File: src/rtl/parking_access_ctrl_p.sv
// -----------------------------------------------------------------------------
// parking_access_ctrl_p
//   Entry-gate controller for a parking lot. A car at the entrance (sensor_1)
//   is asked for a PIN. The correct PIN opens the gate until the car crosses
//   the gate line (sensor_2), or until a timeout expires. Consecutive wrong
//   PINs lock the controller out until reset. Both sensors active together is
//   treated as a tailgate/blocked gate. Lot occupancy is tracked here: entries
//   through the gate count up and exit_sensor rising edges count down. A full
//   lot refuses new entries.
//
// Ports
//   clk           in   system clock, rising edge
//   rst           in   synchronous active-high reset
//   sensor_1      in   car present at entrance
//   sensor_2      in   car passing the gate line
//   exit_sensor   in   car leaving the lot (rising edge counted)
//   psswrd_atmpt  in   PIN under test, sampled on a try_psswrd rising edge
//   try_psswrd    in   PIN submit strobe (rising edge only)
//   open_gate     out  gate open command
//   close_gate    out  gate close command, always ~open_gate
//   alarm_1       out  wrong-PIN lockout alarm
//   alarm_2       out  tailgate / blocked gate alarm
//   lot_full      out  occupancy >= CAPACITY
//   occupancy     out  cars currently in the lot
//   state_dbg     out  current FSM state encoding
// -----------------------------------------------------------------------------
module parking_access_ctrl_p #(
  parameter int               PIN_W        = 8,
  parameter logic [PIN_W-1:0] PIN_VALUE    = 8'h57,
  parameter int               MAX_ATTEMPTS = 3,
  parameter int               CAPACITY     = 16,
  parameter int               CNT_W        = 5,
  parameter int               GATE_TIMEOUT = 32
) (
  input  logic             clk,
  input  logic             rst,
  input  logic             sensor_1,
  input  logic             sensor_2,
  input  logic             exit_sensor,
  input  logic [PIN_W-1:0] psswrd_atmpt,
  input  logic             try_psswrd,
  output logic             open_gate,
  output logic             close_gate,
  output logic             alarm_1,
  output logic             alarm_2,
  output logic             lot_full,
  output logic [CNT_W-1:0] occupancy,
  output logic [2:0]       state_dbg
);

  localparam logic [2:0] IDLE    = 3'd0;
  localparam logic [2:0] PIN     = 3'd1;
  localparam logic [2:0] OPEN    = 3'd2;
  localparam logic [2:0] BLOCK   = 3'd3;
  localparam logic [2:0] LOCKOUT = 3'd4;

  localparam int ATT_W = $clog2(MAX_ATTEMPTS + 1);
  localparam int TMR_W = $clog2(GATE_TIMEOUT + 1);

  // "attempts == ATT_LAST" is the same test as "attempts+1 == MAX_ATTEMPTS"
  // without needing an extra bit for the sum.
  localparam logic [ATT_W-1:0] ATT_LAST = ATT_W'(MAX_ATTEMPTS - 1);
  localparam logic [TMR_W-1:0] TMR_LAST = TMR_W'(GATE_TIMEOUT - 1);
  localparam logic [CNT_W-1:0] CAP_C    = CNT_W'(CAPACITY);
  localparam logic [CNT_W-1:0] OCC_ONE  = CNT_W'(1);

  logic [2:0]       state, state_n;
  logic [ATT_W-1:0] attempts, attempts_n;
  logic [TMR_W-1:0] timer, timer_n;
  logic [CNT_W-1:0] occ_n;
  logic             try_prev, exit_prev;
  logic             try_edge, exit_edge, pin_ok, both, entered;

  function automatic logic [CNT_W-1:0] sat_inc(input logic [CNT_W-1:0] v);
    return (v == {CNT_W{1'b1}}) ? v : v + OCC_ONE;
  endfunction

  function automatic logic [CNT_W-1:0] sat_dec(input logic [CNT_W-1:0] v);
    return (v == '0) ? v : v - OCC_ONE;
  endfunction

  assign try_edge  = try_psswrd & ~try_prev;
  assign exit_edge = exit_sensor & ~exit_prev;
  assign pin_ok    = (psswrd_atmpt == PIN_VALUE);
  assign both      = sensor_1 & sensor_2;

  always_comb begin
    state_n    = state;
    attempts_n = attempts;
    timer_n    = timer;
    entered    = 1'b0;
    case (state)
      IDLE: begin
        if (both)                      state_n = BLOCK;
        else if (sensor_1 && !lot_full) state_n = PIN;
      end
      PIN: begin
        if (both) begin
          state_n = BLOCK;
        end else if (!sensor_1) begin
          state_n    = IDLE;
          attempts_n = '0;
        end else if (try_edge) begin
          if (pin_ok) begin
            state_n    = OPEN;
            attempts_n = '0;
            timer_n    = '0;
          end else begin
            attempts_n = attempts + ATT_W'(1);
            if (attempts == ATT_LAST) state_n = LOCKOUT;
          end
        end
      end
      OPEN: begin
        timer_n = timer + TMR_W'(1);
        if (both) begin
          state_n = BLOCK;
        end else if (sensor_2) begin
          // sensor_2 without sensor_1: the car has crossed into the lot
          state_n = IDLE;
          entered = 1'b1;
        end else if (timer == TMR_LAST) begin
          state_n = IDLE;
        end
      end
      BLOCK: begin
        // Only the correct PIN clears a block; wrong PINs are not counted here.
        if (try_edge && pin_ok) state_n = IDLE;
      end
      LOCKOUT: state_n = LOCKOUT;
      default: state_n = IDLE;
    endcase
  end

  // An entry and an exit in the same cycle cancel out.
  always_comb begin
    occ_n = occupancy;
    if (entered && !exit_edge)      occ_n = sat_inc(occupancy);
    else if (exit_edge && !entered) occ_n = sat_dec(occupancy);
  end

  always_ff @(posedge clk) begin
    if (rst) begin
      state     <= IDLE;
      attempts  <= '0;
      timer     <= '0;
      occupancy <= '0;
      lot_full  <= 1'b0;
      // High after reset so a strobe held through reset is not an edge.
      try_prev  <= 1'b1;
      exit_prev <= 1'b1;
    end else begin
      state     <= state_n;
      attempts  <= attempts_n;
      timer     <= timer_n;
      occupancy <= occ_n;
      lot_full  <= (occ_n >= CAP_C);
      try_prev  <= try_psswrd;
      exit_prev <= exit_sensor;
    end
  end

  assign open_gate  = (state == OPEN);
  assign close_gate = ~open_gate;
  assign alarm_1    = (state == LOCKOUT);
  assign alarm_2    = (state == BLOCK);
  assign state_dbg  = state;

endmodule
File: config.mk
export PLATFORM = sky130hd
export DESIGN_NAME = parking_access_ctrl_p
export DESIGN_NICKNAME = d
export VERILOG_FILES = /design/src/rtl/parking_access_ctrl_p.sv
export SDC_FILE = /design/constraint.sdc
export NUM_CORES = 1
export LEC_CHECK = 0
export ABC_CLOCK_PERIOD_IN_PS = 2650
export CAP_MARGIN = 20
export CORE_ASPECT_RATIO = 1.5
export CORE_MARGIN = 2
export CORE_UTILIZATION = 40
export DETAILED_ROUTE_END_ITERATION = 8
export GPL_ROUTABILITY_DRIVEN = 0
export GPL_TIMING_DRIVEN = 0
export PLACE_DENSITY = 0.79
export SYNTH_ARGS = -nofsm -noshare
export SYNTH_HDL_FRONTEND = slang
export SYNTH_SLANG_ARGS = --single-unit
File: constraint.sdc
create_clock -name clk -period 2.65 [get_ports clk]
set_clock_uncertainty 0.05 [all_clocks]
set_input_delay 0.265 -clock clk [delete_from_list [all_inputs] [get_ports clk]]
set_output_delay 0.265 -clock clk [all_outputs]
set_load 0.005 [all_outputs]
==> summary.txt <==
Yosys
  – Async SR Flop Fraction: 0%
  – Top cells by count, synth: dfxtp_1 (18), nor2_1 (17), nand2_1 (14)
  – Total nets after synthesis: 164
  – Syn Inst Count: 144
  – Top-count cell post-synth: dfxtp_1
  – Synth top area share: 31.8%
  – Cell Area, Synth: 1130 sq um
  – Post-synth EDFFs: 0
  – Top cells by area, synth: dfxtp_1 (32%), ha_1 (6.6%), nor2_1 (5.6%), nand2_1 (4.6%), a21oi_1 (4.4%)
  – FF+latch count, synth: 18
  – Post-synth top area cell: dfxtp_1
  – Synth unique cells: 43
  – Ys flop type: dfxtp_1
  – Synthesized area per cell: 7.88 sq um
  – Sequential cell area fraction in the yosys report: 31.8%
  – Synth Warn #: 0

Detailed routing
  – Max layer used: met4
  – DRT iter0 DRCs: 23
  – Number of vias per cell: 5.50
  – Residual DRC: 0
  – Met2 WL: 1450 um
  – DR WL/cell: 12.8 um
  – TritonRoute pass-1 iters: 6
  – DR WL met3: 88 um
  – Total routed wirelength: 2690 um
  – Post-Route M1 WL: 1110 um
  – Vias: 1154
  – Post-DRT Antenna Nets: 0

GRT
  – Largest net degree at the start of global routing: 11
  – Initial antenna violation count: 0
  – All-layer global routing usage: 18.8%
  – Vias in the first global route: 1168
  – First-pass GRT wire length: 4760 um
  – Grt total ovfl: 0

Layout
  – Multi-input gate area: 726 sq um
  – Layout filler cell count: 242
  – Synthesis-to-finish area growth: 31.8%
  – Final Instance Area: 1500 sq um
  – Share of layout cells above drive strength 1: 11.0%
  – Nets@finish: 194
  – N_diodes: 0
  – Reg area: 362 sq um

STA
  – Period utilisation layout: 91.6%
  – Setup TNS: 0 ns
  – Worst Tran Pin Value: 0.474 ns
  – Fin worst setup slack: 0.222 ns
  – Setup violations, final: 0
  – Slew margin rel.: 68.2%
  – Slew Limit Fails: 0
  – Fmax: 412 MHz
  – Fin. Hold Viols: 0
  – RSZ-0062 raised after global routing: false
  – Minimum clock period: 2.43 ns

Hold path
  – Hold depth: 2
  – Min-Delay Path Class: reg -> reg
  – Hold Crit Start: attempts[0]

Pwr
  – Internal Power: 466 uW
  – Comb power frac: 16.8%
  – Power Dens Cells: 412 nW/um^2
  – Power consumption: 617 uW
  – Switching Fraction: 24.5%
  – Net switching power: 151 uW
  – Leak Pwr: 0.548 nW
  – Worst vdd ir: 0.000278 V
  – Clock power share: 36.4%
  – Seq pwr share: 46.8%

Clock tree
  – Max Root-Sink Buffers: 2
  – Clk Latency, worst-skew pair: 0.25 ns
  – Total setup buffers inserted after CTS: 0
  – Hold_buf cts: 0
  – Gates resized, CTS repair: 1
  – CTS Buf Count: 3
  – CTS Root Cell: clkbuf_8
  – H-Tree Level Count: 1
  – CTS clk-pin slew, worst paths: 0.07 ns
  – # clock sinks: 18
  – CTS tree: built

Setup path
  – Cell family with most CP delay: compound AO/OA/AOI/OAI gates
  – Worst stage delay on the critical path: 0.42 ns
  – Crit start category: flop
  – CP cell instances: inv_2, or3_4, clkinv_2, and3_1, ha_1, a31oi_2, o21ai_2, a311oi_1, a211oi_1
  – CP bufs+invs: 2
  – Arr. time, crit path: 2.50 ns
  – Critical Path Sink Type: flop
  – Critical path type: reg -> reg
  – Reg2Reg Launch Point: state_dbg[1]
  – Critical path fanouts, max: 8
  – R2R cell count: 9
  – Levels on crit path: 9
  – Slowest-stage cell, CP: dfxtp_2
  – CP Launch Point: state_dbg[1]
  – Worst EP required: 2.72 ns

Placed design
  – Post-Place Cell Area: 1430 sq um
  – Post-DP HPWL: 2100 um
  – Port buffer count: 25
  – Pre-CTS WS: -0.0254 ns

Die
  – Die Width: 47.5 um
  – Die outline height: 69.2 um
  – Initial Util: 42.4%
  – Placeable Area: 2680 sq um
  – # rows: 23
  – Io pins: 27
  – Full die area: 3290 sq um

Flow run
  – Max-cap check violation count: 0

Outcome
  – Status: finished, final reports clean
layout by cell type, fill, tap and decap left out, types with 2 or more instances in the layout:
| master | synthesis | routed |
|---|---|---|
| xor2_1 | 2 | 2 |
| clkbuf_2 | 1 | 2 |
| inv_1 | 7 | 7 |
| dfxtp_1 | 18 | 17 |
| nand2_1 | 14 | 14 |
| a31oi_1 | 3 | 2 |
| o21ai_0 | 8 | 8 |
| a211oi_1 | 2 | 2 |
| xnor2_1 | 3 | 3 |
| nand3_1 | 3 | 3 |
| ha_1 | 6 | 6 |
| a311oi_1 | 3 | 3 |
| nor2b_1 | 6 | 6 |
| nor3_1 | 3 | 3 |
| nand2b_1 | 5 | 5 |
| a21oi_1 | 10 | 10 |
| nand4_1 | 3 | 3 |
| o211ai_1 | 2 | 2 |
| nor2_1 | 17 | 17 |
| or2_2 | 2 | 2 |
| clkdlybuf4s50_1 | 0 | 25 |
| and3_1 | 3 | 3 |
| clkbuf_8 | 0 | 4 |
worst min-delay path, cell delays in order (launching register included):
cell	delay, ns
dfxtp_1	0.31
nand2_1	0.05
a21oi_1	0.05
final cells by class:
class	count	share of cell area, %
inverter	9	2.34
buffer	4	1.42
sequential	18	24.2
multi-input combinational	113	48.5
clock buffer	4	3.68
tap	37	3.10
timing repair buffer	25	16.7
metal layers:
layer  global-route usage (%)  vias up
met5                        0        -
met4                     7.72        0
met3                     3.91        6
met2                     31.7       29
met1                     21.6      545
li1                         -      574
per-stage QoR:
| step | hold WS [ns] | util, % | std cells |
|---|---|---|---|
| global placement | 0.388 | 53.5 | 206 |
| detailed placement | 0.400 | 53.5 | 206 |
| global route | 0.435 | 55.9 | 210 |
| finish | 0.410 | 55.9 | 210 |
| floorplan | 0.319 | - | 144 |
| CTS | 0.408 | 55.6 | 210 |
power groups by stage:
stage | Clock, mW | Sequential [mW] | Combinational [mW]
after global placement | 0 | 0.294 | 0.0986
after CTS | 0.229 | 0.288 | 0.103
after floorplan | 0 | 0.293 | 0.0562
after detailed placement | 0 | 0.294 | 0.103
after global routing | 0.238 | 0.290 | 0.116
final | 0.224 | 0.289 | 0.104
final timing paths:
| path | endpoint | slack [ns] |
|---|---|---|
| worst min-delay path | attempts[0] | 0.41 |
| worst max-delay path | flop | 0.22 |
| worst min register to register | attempts[0] | 0.41 |
| worst max register to register | flop | 0.22 |
cell families after synthesis:
logic type / Yosys count / synth area share (%)
adder cells (fa/ha/maj): 6 / 6.62
flip-flops: 18 / 31.8
AND/OR/NAND/NOR: 65 / 31.4
multiplexers: 1 / 0.882
AO/OA/AOI/OAI: 36 / 20.6
buffers and inverters: 13 / 4.85
XOR/XNOR: 5 / 3.86
Note: power is estimated with default switching activity, not from simulation.
